**src/rtl/i2s_rx_deser.sv**
```systemverilog
// rtl/i2s_rx_deser.sv - oversampled Philips I2S receiver producing parallel stereo samples
module i2s_rx_deser #(
    parameter int DATA_WIDTH = 16
) (
    input  logic                  clk,
    input  logic                  reset_n,
    input  logic                  en,
    input  logic                  bclk_in,
    input  logic                  lrck_in,
    input  logic                  sdata_in,
    output logic [DATA_WIDTH-1:0] left_data,
    output logic [DATA_WIDTH-1:0] right_data,
    output logic                  sample_valid,
    output logic                  frame_err
);
    localparam int CW = $clog2(DATA_WIDTH + 1);
    localparam logic [CW-1:0] FULL_CNT = CW'(DATA_WIDTH);

    localparam logic [1:0] ST_WAIT_EDGE = 2'd0;
    localparam logic [1:0] ST_CAP_LEFT  = 2'd1;
    localparam logic [1:0] ST_CAP_RIGHT = 2'd2;

    logic                  r_bclk_s1, r_bclk_s2, r_bclk_s3;
    logic                  r_lr_s1, r_lr_s2;
    logic                  r_d_s1, r_d_s2;
    logic                  r_lr_prev;
    logic [1:0]            r_state;
    logic [CW-1:0]         r_cnt;
    logic [DATA_WIDTH-1:0] r_shift;
    logic [DATA_WIDTH-1:0] r_left_hold;
    logic [DATA_WIDTH-1:0] r_left_data;
    logic [DATA_WIDTH-1:0] r_right_data;
    logic                  r_sample_valid;
    logic                  r_frame_err;

    logic                  w_rise;
    logic                  w_boundary;
    logic                  w_take;
    logic [CW-1:0]         w_cnt_next;
    logic [DATA_WIDTH-1:0] w_shift_next;
    logic [CW-1:0]         w_pad;
    logic [DATA_WIDTH-1:0] w_word;
    logic                  w_short;

    // Rise of the bit clock seen in the system domain; lr/d come from the same stage.
    assign w_rise     = r_bclk_s2 & ~r_bclk_s3;
    assign w_boundary = w_rise & (r_lr_s2 != r_lr_prev);

    // Bits past DATA_WIDTH are dropped; a finished word is left-justified (zero pad at LSB).
    assign w_take       = (r_cnt < FULL_CNT);
    assign w_cnt_next   = w_take ? (r_cnt + CW'(1)) : r_cnt;
    assign w_shift_next = w_take ? ((r_shift << 1) | DATA_WIDTH'(r_d_s2)) : r_shift;
    assign w_pad        = FULL_CNT - w_cnt_next;
    assign w_word       = w_shift_next << w_pad;
    assign w_short      = (w_cnt_next < FULL_CNT);

    assign left_data    = r_left_data;
    assign right_data   = r_right_data;
    assign sample_valid = r_sample_valid;
    assign frame_err    = r_frame_err;

    // Two-flop synchronizers for all three pins plus a third bclk stage for edge detection.
    always_ff @(posedge clk or negedge reset_n) begin
        if (!reset_n) begin
            r_bclk_s1 <= 1'b0;
            r_bclk_s2 <= 1'b0;
            r_bclk_s3 <= 1'b0;
            r_lr_s1   <= 1'b0;
            r_lr_s2   <= 1'b0;
            r_d_s1    <= 1'b0;
            r_d_s2    <= 1'b0;
            r_lr_prev <= 1'b0;
        end else begin
            r_bclk_s1 <= bclk_in;
            r_bclk_s2 <= r_bclk_s1;
            r_bclk_s3 <= r_bclk_s2;
            r_lr_s1   <= lrck_in;
            r_lr_s2   <= r_lr_s1;
            r_d_s1    <= sdata_in;
            r_d_s2    <= r_d_s1;
            if (w_rise) begin
                r_lr_prev <= r_lr_s2;
            end
        end
    end

    // Word capture, channel sequencing and stereo output update.
    always_ff @(posedge clk or negedge reset_n) begin
        if (!reset_n) begin
            r_state        <= ST_WAIT_EDGE;
            r_cnt          <= '0;
            r_shift        <= '0;
            r_left_hold    <= '0;
            r_left_data    <= '0;
            r_right_data   <= '0;
            r_sample_valid <= 1'b0;
            r_frame_err    <= 1'b0;
        end else begin
            r_sample_valid <= 1'b0;
            if (!en) begin
                r_state     <= ST_WAIT_EDGE;
                r_cnt       <= '0;
                r_shift     <= '0;
                r_frame_err <= 1'b0;
            end else if (w_rise) begin
                case (r_state)
                    ST_WAIT_EDGE: begin
                        // Only a fresh left boundary gives a frame we can trust.
                        if (w_boundary && !r_lr_s2) begin
                            r_state <= ST_CAP_LEFT;
                            r_cnt   <= '0;
                            r_shift <= '0;
                        end
                    end
                    ST_CAP_LEFT: begin
                        if (w_boundary) begin
                            r_left_hold <= w_word;
                            r_cnt       <= '0;
                            r_shift     <= '0;
                            r_state     <= ST_CAP_RIGHT;
                            if (w_short) begin
                                r_frame_err <= 1'b1;
                            end
                        end else begin
                            r_cnt   <= w_cnt_next;
                            r_shift <= w_shift_next;
                        end
                    end
                    ST_CAP_RIGHT: begin
                        if (w_boundary) begin
                            r_left_data    <= r_left_hold;
                            r_right_data   <= w_word;
                            r_sample_valid <= 1'b1;
                            r_cnt          <= '0;
                            r_shift        <= '0;
                            r_state        <= ST_CAP_LEFT;
                            if (w_short) begin
                                r_frame_err <= 1'b1;
                            end
                        end else begin
                            r_cnt   <= w_cnt_next;
                            r_shift <= w_shift_next;
                        end
                    end
                    default: begin
                        r_state <= ST_WAIT_EDGE;
                    end
                endcase
            end
        end
    end
endmodule

```
**config.mk**
```make
export PLATFORM = sky130hd
export DESIGN_NAME = i2s_rx_deser
export DESIGN_NICKNAME = d
export VERILOG_FILES = /design/src/rtl/i2s_rx_deser.sv
export SDC_FILE = /design/constraint.sdc
export NUM_CORES = 1
export LEC_CHECK = 0
export ABC_AREA = 1
export BUFFER_PORTS_ARGS = -buffer_cell sky130_fd_sc_hd__buf_4
export CAP_MARGIN = 20
export CORE_MARGIN = 1.5
export CORE_UTILIZATION = 54
export DETAILED_ROUTE_END_ITERATION = 10
export GPL_TIMING_DRIVEN = 0
export PLACE_DENSITY = 0.76
export SKIP_CTS_REPAIR_TIMING = 1
export SLEW_MARGIN = 20
export SYNTH_ARGS = -nofsm -noshare
export SYNTH_HDL_FRONTEND = slang
export SYNTH_SLANG_ARGS = --single-unit
```
**constraint.sdc**
```tcl
create_clock -name clk -period 2.21 [get_ports clk]
set_input_delay 0.1105 -clock clk [delete_from_list [all_inputs] [get_ports clk]]
set_output_delay 0.1105 -clock clk [all_outputs]
set_load 0.03 [all_outputs]
```
# --- Yosys cells after proc, flatten, opt, wreduce, memory -nomap -nowiden ---
# Cells that the tools add are included.
word_totals:
  ff_bits: 81
  inputBits: 6
  out_inout_bits: 34
  word_cells: 72
op_classes:
  add_sub_neg: 2
  magnitude_cmp: 2
  eq_ne: 11
  shift: 1
  muxes: 27
  bitwise: 4
  reduce_logical: 9
op_table:
  columns: ["cell", "n"]
  rows:
  - ["$mux 16", 5]
  - ["$pmux 16 s2", 1]
  - ["$mux 5", 5]
  - ["$or 16x1->16", 1]
  - ["$reduce_and 4->1", 4]
  - ["$shl 16x5->16", 1]
  - ["$lt 5x5->1 const B", 2]
  - ["$mux 2", 5]
  - ["$pmux 5 s2", 1]
  - ["$mux 1", 9]
  - ["$ne 3x3->1 const B", 3]
  - ["$ne 2x1->1 const B", 3]
  - ["$pmux 2 s3", 1]
  - ["$add 5x1->5 const B", 1]
  - ["$sub 5x5->5 const A", 1]
  - ["$ne 3x2->1 const B", 1]
  - ["$reduce_and 3->1", 1]
  - ["$and 1x1->1", 2]
  - ["$eq 2x1->1 const B", 1]
  - ["$eq 2x2->1 const B", 1]
  - ["$logic_not 2->1", 1]
  - ["$ne 2x2->1 const B", 1]
  - ["$reduce_or 2->1", 1]
  - ["$logic_and 1x1->1", 1]
  - ["3 further kinds", 3]

# --- Logic depth before layout (Yosys ltp) ---
# Gate-level depths: netlist (run 1).
logic_depth:
  word_depth: 8
  depth_mapped: 16
  mapped_depth_nobuf: 15

# --- Least setup slack after synthesis (run 1) ---
# Ideal clock, no wire load.
synth_path:
  path_kind: "register to register"
  from: "register r_cnt[4]"
  to: "register r_left_hold[3]"
  setup_ps: 76
  arrival_ps: 2257
  required_time_ps: 2134
  path_slack_ps: -123
  path_stages_with_launch: 14
  path_buffers: 3
  period_less_slack_ps: 2333
  path_cell_list: "dfrtp_1 > buf_6 > nand2_4 > nand2_4 > buf_6 > buf_8 > ha_1 > nand2_2 > nor2_1 > ha_1 > inv_1 > nand2_8 > or2_1 > o21ai_1"
synth_between:
  elab_chain_len: 4
  elab_cells_between_ends: 6
  cone_classes: "add/sub (2); order compare (1); shift (1); mux (2)"
synth_rtl:
  columns: ["element", "line", "rtl"]
  rows:
  - ["start, declared", "28", "logic [CW-1:0] r_cnt;"]
  - ["start signal, assigned", "125", "r_cnt <= w_cnt_next;"]
  - ["start signal, assigned", "141", "r_cnt <= w_cnt_next;"]
  - ["$add 5x1->5 / $lt 5x5->1 (equally long branches)", "51, 50", null]
  - ["$mux 5", "51", "assign w_cnt_next = w_take ? (r_cnt + CW'(1)) : r_cnt;"]
  - ["$sub 5x5->5", "53", "assign w_pad = FULL_CNT - w_cnt_next;"]
  - ["$shl 16x5->16 *", "54", "assign w_word = w_shift_next << w_pad;"]
  - ["end signal, assigned", "117", "r_left_hold <= w_word;"]
  - ["end, declared", "30", "logic [DATA_WIDTH-1:0] r_left_hold;"]
# Every way passes the cells marked *; elsewhere a longest branch is shown, timed or not.
# A chain may end at the register's enable or synchronous reset.

# --- Final worst setup path (run 1) ---
layout_path:
  from: "register r_cnt[4]"
  to: "register r_left_hold[15]"
# Same word-level chain as after synthesis.

==> impl_results.md, run 1 <==
* Final worst path period need at 2147 ps
* Setup_tns at 0 ps
* Layout cell share with drive strength beyond 1 at 0.2019
* Drt total wl at a little under 10000 µm
* Via density at 5.171
* N_diodes at 0
* Worst-Margin Slew at 717.3 ps
* Starting Density at 0.5591
* Die area at approximately 0.0085 mm²
* RSZ-0062 raised after global routing: true
* Clock skew at between 10 and 15 ps
* GRT Total Usage at 0.2436
* Peak VDD IR at 0.0004823 V
* Worst EP arrival at 2400 ps
* Post-route cell area at between 0.005 and 0.006 mm²
* Fin crit share at 0.9713
* DP HPWL at 7046 µm
* Kind of path behind the tightest hold check: input port to flip-flop
* Post-synthesis cell area at 0.004320 mm²
* Max clock buf depth at 2
* Core area at ~0.0077 mm²
* Latest clock arrival within the worst-skew pair at between 300 and 400 ps
* Die X at just over 90 µm
* Syn_nets at 588
* Flops & latches, synth at between 80 and 90
* Clock Pin Slew Worst Setup and Hold Paths at ~90 ps
* Largest family of logic cells by synthesized area: simple AND/OR/NAND/NOR gates
* Area Overhead vs Synth at 18.68%
* Max Fclk at 465.9 MHz
* DR vias at around 3.8k
* Hold slack at 64.81 ps
* # IOs at 40
* Top cell type's share of synthesized area at 0.4692
* CTS Buf Count at 9
* Highest-count cells in the layout ignoring fill and taps: 254 x nand2_1, 79 x dfrtp_1, 64 x nand3_1
* Root Driver: clkbuf_8
* Synth Area in XOR/XNOR at 0.003765
* First-pass GRT wire length at between 15000 and 20000 µm
* Post-Syn Area per Cell at between 7 and 8 µm²
* Count of different cell masters after synthesis at 31
* CTS sink count at 81
* Largest area contributor in the netlist: dfrtp_1
* Final estimated routing congestion in global placement at roughly 0.89
* Vias in the first global route at around 3.5k
* Post-Synth Simple-Gate Area at 0.3736
* PortBufs at 38
* Avg WL per Cell at 13.16 µm
* Fin. Hold Viols at 0
* Largest net degree at the start of global routing at between 80 and 90
* WS Path Type: flip-flop to flip-flop
* Synthesis Warnings at 0
* DIE HEIGHT at 92.45 µm
* Nets at about 650
* Finish-stage setup viols at 0
* Routed Antenna Nets at 0
* CTS tree: done
* R2r setup slk at 60 ps
* Pwr Total at 5.541 mW
* Top post-synthesis cells by area: dfrtp_1 47%, nand2_1 22%, nand3_1 7.6%
* Synth Area in Compound Gates at 0.05850
* Residual DRC at 0
* Pwr Density at 1081 mW/mm²
* Crit. End Element: flip-flop
* # H-tree levels at 3
* Post-synthesis sequential area ratio at 0.4692
* Initial antenna violation count at 0
* Syn Inst Count at 575
* Status: finished, final reports clean
* Total global routing overflow at 0
* Critical path launch point type: flip-flop
* Max cap viols at 0
* Placed Area at between 0.004 and 0.005 mm²
* Most common cell after layout, fill and taps aside: nand2_1
* Critical Path Fanout Max at 12
* Crit path required time at approximately 2500 ps
* LEAKAGE at between 2 and 3 nW
* Max Transition Viols Final at 0
* Initial DRC count at around 160
* Rel. slew slack at 0.5218
* Mux share of post-synthesis cell area at 0
* Post-synthesis adder-cell area fraction at 0.02027
* First-pass detailed-route iteration total at 4
* FP Rows at 32
## kinds of logic after synthesis
logic type / Yosys count
AO/OA/AOI/OAI: 47
XOR/XNOR: 1
adder cells (fa/ha/maj): 7
buffers and inverters: 70
flip-flops: 81
AND/OR/NAND/NOR: 369
## layout make-up
type,instances,area (µm²)
clock inverters,7,53.80
clock buffers,9,123.9
repair buffers,50,389.1
plain buffers,23,146.4
multi-input cells,424,2068
fillers,650,2600
inverters,45,188.9
flip-flops and latches,81,2029
well taps,102,127.6
## flip-flops by register name (all words and copies together), names as in the netlist
signal        count
frame_err         1
left_data        16
r_bclk_s1         1
r_bclk_s2         1
r_bclk_s3         1
r_cnt             5
r_d_s1            1
r_d_s2            1
r_left_hold      16
r_lr_prev         1
r_lr_s1           1
r_lr_s2           1
r_shift          16
r_state           2
right_data       16
sample_valid      1
## path summary, 6_finish.rpt
| check | startpoint | to | cells after the start |
|---|---|---|---|
| min reg2reg | r_bclk_s1$_DFF_PN0_ | r_bclk_s2$_DFF_PN0_ | 0 |
| max | r_cnt[4]$_DFFE_PN0P_ | r_left_hold[15]$_DFFE_PN0P_ | 15 |
| min in group asynchronous | reset_n | r_bclk_s3$_DFF_PN0_ | 2 |
| max reg2reg | r_cnt[4]$_DFFE_PN0P_ | r_left_hold[15]$_DFFE_PN0P_ | 15 |
| min | en | frame_err$_DFFE_PN0P_ | 3 |
| max in group asynchronous | reset_n | r_cnt[4]$_DFFE_PN0P_ | 2 |
## through the flow
stage            util  instances  setup slack [ps]
6_report       0.6635        741             63.40
5_1_grt        0.6635        741            -57.75
4_1_cts        0.6389        731            -299.4
3_5_place_dp   0.6159        715            -271.3
3_3_place_gp   0.6159        715            -224.1
2_1_floorplan       -        575            0.4590
## report_power, final
group | switching, mW | leakage [nW] | internal (mW) | total [mW]
sequential | 0.126 | 1.09 | 1.67 | 1.79
clock | 0.585 | 0.0822 | 0.415 | 1.00
combinational | 1.77 | 1.47 | 0.980 | 2.75
## worst max-delay path, stage by stage (launching register included)
cell and delay, ps:
dfrtp_2 460, buf_6 140, nand2_4 80, nand2_8 80, buf_8 160, ha_4 170
nand3b_1 200, nand2_4 110, inv_2 60, buf_6 140, nand3_1 100, nand2_2 80
nand2_1 90, nand2_2 80, nand2_1 60, nand2_1 50
## routing by layer
layer / vias up / GRT usage / share of wire
li1: 1944 / - / -
met1: 1798 / 0.3414 / 0.48
met2: 76 / 0.3824 / 0.47
met3: 14 / 0.04187 / 0.036
met4: 0 / 0.08333 / 0.012
met5: - / 0 / 0
## synth_stat cells (all sizes together)
library cell	instances
nand3b	1
a21oi	3
or3	1
or2	2
o311ai	1
nand4	8
nor2	14
o21ai	42
clkinv	1
xnor2	1
dfrtp	81
a21boi	1
nand2	275
nor3	1
nand3	67
clkbuf	8
inv	44
buf	17
ha	7
No activity file was read; power rests on OpenSTA's default activity.
==> run 2: changes to the inputs <==
PLACE_DENSITY = not set   (was 0.76)
PLACE_DENSITY_LB_ADDON = 0.05   (was not set)
==> run 2 against run 1 <==
  * Combinational power is 1% higher
  * Non-clock buffer count rose by 3
  * Total power increased by 1.4%
  * Global-route usage rose by 0.31 points
  * Largest cell class unchanged
  * Largest power group unchanged
  * Hold slack worse by 29 ps
==> impl_results.md, run 2 (synthesis gave the netlist of run 1 again) <==
* Clock Pin Slew Worst Setup and Hold Paths at 90 ps (about the same)
* # H-tree levels at 3 (unchanged)
* First-pass detailed-route iteration total at 5 (was 4)
* Routed Antenna Nets at 0 (unchanged)
* Rel. slew slack at 0.5268 (was 0.5218)
* P_int at 3.131 mW (was 3.061 mW)
* Max cap viols at 0 (unchanged)
* Nets at 650 (was 647)
* Largest net degree at the start of global routing at 82 (unchanged)
* Pwr Total at 5.619 mW (was 5.541 mW)
* RSZ-0062 raised after global routing: true (unchanged)
* # IOs at 40 (unchanged)
* Final worst path period need at 2188 ps (was 2147 ps)
* Pwr Density at 1085 mW/mm² (was 1081 mW/mm²)
* Sequential Power Share at 0.318 (was 0.323)
* CTS Buf Count at 9 (unchanged)
* CTS tree: done (unchanged)
* Final Non-Filler Cells at 744 (was 741)
* Post-route cell area at 0.005180 mm² (was 0.005127 mm²)
* Crit path required time at 2460 ps (about the same)
* Via density at 5.202 (was 5.171)
* Highest-count cells in the layout ignoring fill and taps: 252 x nand2_1, 78 x dfrtp_1, 65 x nand3_1 (was 254 x nand2_1, 79 x dfrtp_1, 64 x nand3_1)
* Kind of path behind the tightest hold check: input port to flip-flop (unchanged)
* Residual DRC at 0 (unchanged)
* Max Transition Viols Final at 0 (unchanged)
* Core Util, Final at 0.6703 (was 0.6635)
* Logic gate share of total power at 0.497 (was 0.496)
* Sw Share at 0.4428 (was 0.4476)
* Final estimated routing congestion in global placement at 0.9213 (was 0.8852)
* Finish-stage setup viols at 0 (unchanged)
* Setup_tns at 0 ps (unchanged)
* First-pass GRT wire length at 16790 µm (was 16550 µm)
* Placed Cells at 715 (unchanged)
* DR vias at 3870 (was 3832)
* Total global routing overflow at 0 (unchanged)
* Crit. End Element: flip-flop (unchanged)
* Critical Path Fanout Max at 19 (was 12)
* Root Driver: clkbuf_8 (unchanged)
* Initial DRC count at 223 (was 163)
* Sw Pwr at 2.488 mW (was 2.480 mW)
* Cells along the critical path: buf_4, nand2_2, nand2_4, buf_12, ha_4, nand3b_1, nand2_4, inv_4, buf_6, nand3_1, nand2_2, nand2_1, nand2_2, nand2_1, nand2_1 (was buf_6, nand2_4, nand2_8, buf_8, ha_4, nand3b_1, nand2_4, inv_2, buf_6, nand3_1, nand2_2, nand2_1, nand2_2, nand2_1, nand2_1)
* WS Path Type: flip-flop to flip-flop (unchanged)
* Placed Area at 0.004760 mm² (unchanged)
* GRT Total Usage at 0.2466 (was 0.2436)
* Critical path's top delay family: simple AND/OR/NAND/NOR gates (unchanged)
* Avg WL per Cell at 13.59 µm (was 13.16 µm)
* Max clock buf depth at 2 (unchanged)
* Peak VDD IR at 0.0005504 V (was 0.0004823 V)
* Critical path launch point type: flip-flop (unchanged)
* Die X at 92.45 µm (unchanged)
* DP HPWL at 7154 µm (was 7046 µm)
* Status: finished, final reports clean (unchanged)
* Clock skew at 12.13 ps (was 13.04 ps)
* PortBufs at 38 (unchanged)
* Die area at 0.008546 mm² (unchanged)
* Critical Path Max Stage Delay at 470 ps (was 460 ps)
* Vias in the first global route at 3636 (was 3509)
* Worst EP arrival at 2440 ps (was 2400 ps)
* FP Rows at 32 (unchanged)
* Fin. Hold Viols at 0 (unchanged)
* Initial antenna violation count at 0 (unchanged)
* CTS sink count at 81 (unchanged)
* Worst-Margin Slew at 709.9 ps (was 717.3 ps)
* Fin crit share at 0.9898 (was 0.9713)
* Clock network fraction of total power at 0.185 (was 0.180)
* Drt total wl at 10110 µm (was 9753 µm)
* Latest clock arrival within the worst-skew pair at 370 ps (was 360 ps)
* Layout cell share with drive strength beyond 1 at 0.2087 (was 0.2019)
* Starting Density at 0.5591 (unchanged)
* DIE HEIGHT at 92.45 µm (unchanged)
* Bufs and invs on worst path at 4 (unchanged)
* Area Overhead vs Synth at 19.90% (was 18.68%)
* LEAKAGE at 2.671 nW (was 2.642 nW)
* N_diodes at 0 (unchanged)
* Core area at 0.007727 mm² (unchanged)
* Max Fclk at 457.1 MHz (was 465.9 MHz)
* Most common cell after layout, fill and taps aside: nand2_1 (unchanged)
* Worst path slowest cell: dfrtp_2 (unchanged)
[run 2: final cells by class]
class,instances,area [µm²]
Fill cell,670,2547
Multi-Input combinational cell,424,2071
Sequential cell,81,2031
Timing Repair Buffer,53,415.4
Inverter,45,188.9
Buffer,23,158.9
Clock buffer,10,137.6
Tap cell,102,127.6
Clock inverter,6,50.05
[run 2: path summary, 6_finish.rpt]
kind | start | end | slack, ps | cells after the start
max | r_cnt[0]$_DFFE_PN0P_ | r_left_hold[15]$_DFFE_PN0P_ | 20 | 15
min | en | frame_err$_DFFE_PN0P_ | 40 | 3
max reg2reg | r_cnt[0]$_DFFE_PN0P_ | r_left_hold[15]$_DFFE_PN0P_ | 20 | 15
min reg2reg | r_bclk_s1$_DFF_PN0_ | r_bclk_s2$_DFF_PN0_ | 360 | 0
max in group asynchronous | reset_n | r_cnt[4]$_DFFE_PN0P_ | 1370 | 2
min in group asynchronous | reset_n | r_bclk_s2$_DFF_PN0_ | 340 | 2
[run 2: tightest hold or removal path, delay by kind of cell]
family | cells | cell delay, ps
and+or+nand+nor | 2 | 120
buffers and inverters | 1 | 150
[run 2: metrics by stage]
stage | setup WS [ps] | hold WS, ps
finish | 22.44 | 35.32
global route | -42.90 | 68.67
CTS | -288.6 | -159.2
detailed placement | -250.8 | 221.1
global placement | -229.4 | 220.6
floorplan | 0.4590 | -185.1
[run 2: power by group through the flow]
| stage | registers [mW] | logic [mW] | clock network (mW) |
|---|---|---|---|
| 2_1_floorplan | 1.98 | 1.67 | 0 |
| 3_3_place_gp | 1.80 | 2.42 | 0 |
| 3_5_place_dp | 1.81 | 2.46 | 0 |
| 4_1_cts | 1.78 | 2.47 | 1.06 |
| 5_1_grt | 1.81 | 3.08 | 1.12 |
| 6_report | 1.79 | 2.79 | 1.04 |
[run 2: metal layers]
metal,up-vias,global-route usage,routed length [µm]
met1,1805,0.3310,4712
li1,1949,-,-
met5,-,0,0
met4,0,0.09744,218
met3,22,0.03777,395
met2,94,0.4007,4787
==> run 3: changes to the inputs <==
CORE_ASPECT_RATIO = 1.2   (was not set)
==> run 3 against run 2 <==
  * Count of clock-buffer cells in the layout is the same
  * Critical path depth stayed put
  * Maximum frequency up 2.0%
  * Worst setup slack improved by 43 ps
  * Die area about the same
==> impl_results.md, run 3 (synthesis gave the netlist of run 1 again) <==
* Status: finished, final reports clean (unchanged)
* Cells along the critical path: ha_4, inv_2, nand2_2, nand2_4, ha_4, nand2_4, nor2_4, ha_4, inv_8, nand2_8, clkinv_4, nand2_1, nand2_2, nand2_1, nand2_1 (was buf_4, nand2_2, nand2_4, buf_12, ha_4, nand3b_1, nand2_4, inv_4, buf_6, nand3_1, nand2_2, nand2_1, nand2_2, nand2_1, nand2_1)
* Routed Antenna Nets at 0 (unchanged)
* Max clock buf depth at 2 (unchanged)
* Clock skew at 13.22 ps (was 12.13 ps)
* WS Path Type: flip-flop to flip-flop (unchanged)
* CTS tree: done (unchanged)
* # H-tree levels at 3 (unchanged)
* Root Driver: clkbuf_8 (unchanged)
* Core Util, Final at 0.6690 (was 0.6703)
* Final estimated routing congestion in global placement at 0.9287 (was 0.9213)
* Rel. slew slack at 0.5221 (was 0.5268)
* Vias in the first global route at 3577 (was 3636)
* Residual DRC at 0 (unchanged)
* N_diodes at 0 (unchanged)
* Max Transition Viols Final at 0 (unchanged)
* Peak VDD IR at 0.0005098 V (was 0.0005504 V)
* Die X at 84.66 µm (was 92.45 µm)
* LEAKAGE at 2.670 nW (was 2.671 nW)
* First-pass detailed-route iteration total at 4 (was 5)
* Fin crit share at 0.9704 (was 0.9898)
* Avg WL per Cell at 13.38 µm (was 13.59 µm)
* First-pass GRT wire length at 16490 µm (was 16790 µm)
* # IOs at 40 (unchanged)
* Max Fclk at 466.3 MHz (was 457.1 MHz)
* DIE HEIGHT at 101.0 µm (was 92.45 µm)
* Crit path required time at 2480 ps (was 2460 ps)
* Initial DRC count at 166 (was 223)
* Pwr Density at 1084 mW/mm² (was 1085 mW/mm²)
* Initial antenna violation count at 0 (unchanged)
* FP Rows at 35 (was 32)
* CTS Buf Count at 9 (unchanged)
* Fin. Hold Viols at 0 (unchanged)
* Worst EP arrival at 2410 ps (was 2440 ps)
* Worst path slowest cell: dfrtp_2 (unchanged)
* DP HPWL at 7267 µm (was 7154 µm)
* Setup_tns at 0 ps (unchanged)
* Worst-Margin Slew at 716.8 ps (was 709.9 ps)
* PortBufs at 38 (unchanged)
* Most common cell after layout, fill and taps aside: nand2_1 (unchanged)
* Final worst path period need at 2145 ps (was 2188 ps)
* Die area at 0.008549 mm² (was 0.008546 mm²)
* Critical Path Max Stage Delay at 470 ps (about the same)
* Kind of path behind the tightest hold check: input port to flip-flop (unchanged)
* Critical path launch point type: flip-flop (unchanged)
* Clock Pin Slew Worst Setup and Hold Paths at 90 ps (about the same)
* Nets at 648 (was 650)
* DR vias at 3817 (was 3870)
* Starting Density at 0.5606 (was 0.5591)
* Final Non-Filler Cells at 732 (was 744)
* Largest net degree at the start of global routing at 82 (unchanged)
* GRT Total Usage at 0.2421 (was 0.2466)
* Crit. End Element: flip-flop (unchanged)
* Layout cell share with drive strength beyond 1 at 0.2156 (was 0.2087)
* Area Overhead vs Synth at 19.35% (was 19.90%)
* Critical Path Fanout Max at 10 (was 19)
* Latest clock arrival within the worst-skew pair at 370 ps (about the same)
* Drt total wl at 9796 µm (was 10110 µm)
* Fin worst setup slack at 65.43 ps (was 22.44 ps)
* Total global routing overflow at 0 (unchanged)
* Finish-stage setup viols at 0 (unchanged)
* Placed Cells at 705 (was 715)
* Max cap viols at 0 (unchanged)
* Highest-count cells in the layout ignoring fill and taps: 253 x nand2_1, 79 x dfrtp_1, 63 x nand3_1 (was 252 x nand2_1, 78 x dfrtp_1, 65 x nand3_1)
* Via density at 5.214 (was 5.202)
* CTS sink count at 81 (unchanged)
* Hold slack at 47.76 ps (was 35.32 ps)
* Core area at 0.007707 mm² (was 0.007727 mm²)
* Post-placement setup slack at -250.4 ps (was -250.8 ps)
run 3: final cells by class:
class | instances | area (µm²)
Fill cell | 687 | 2551
Multi-Input combinational cell | 424 | 2088
Sequential cell | 81 | 2029
Timing Repair Buffer | 51 | 394.1
Inverter | 45 | 191.4
Buffer | 23 | 151.4
Clock buffer | 10 | 137.6
Tap cell | 92 | 115.1
Clock inverter | 6 | 48.80
run 3: worst paths after layout:
kind | from | endpoint | slack (ps) | cells past startpoint
worst min register to register | r_lr_s1$_DFF_PN0_ | r_lr_s2$_DFF_PN0_ | 360 | 0
min in group asynchronous | reset_n | r_lr_prev$_DFFE_PN0P_ | 320 | 2
worst max-delay path | r_cnt[0]$_DFFE_PN0P_ | right_data[15]$_DFFE_PN0P_ | 70 | 15
max in group asynchronous | reset_n | r_cnt[4]$_DFFE_PN0P_ | 1310 | 2
worst min-delay path | en | frame_err$_DFFE_PN0P_ | 50 | 3
worst max register to register | r_cnt[0]$_DFFE_PN0P_ | right_data[15]$_DFFE_PN0P_ | 70 | 15
run 3: critical path: cells and delay by family, from the launching register on:
family | cells | cell delay, ps
flip-flops | 1 | 470
adder cells (fa/ha/maj) | 3 | 780
AND/OR/NAND/NOR | 9 | 620
buffers and inverters | 3 | 170
run 3: where the power goes:
group          leakage [nW]  internal (mW)  total (mW)  switching, mW
Sequential             1.09           1.67        1.79          0.123
Combinational          1.49           1.01        2.78           1.77
Clock                0.0855          0.448        1.02          0.572
Total                  2.67           3.12        5.59           2.47
run 3: layer usage:
layer,vias up,wire length (µm),GRT usage
met5,-,0,0
met4,0,183,0.07692
met3,17,310,0.04668
met2,62,4954,0.4255
met1,1795,4348,0.3015
li1,1943,-,-
run 3: through the flow:
step | instance area, µm² | total power, mW
after global placement | 4747 | 4.221
after floorplan | 4347 | 3.651
final | 5156 | 5.592
after global routing | 5156 | 5.986
after CTS | 4933 | 5.287
after detailed placement | 4747 | 4.267
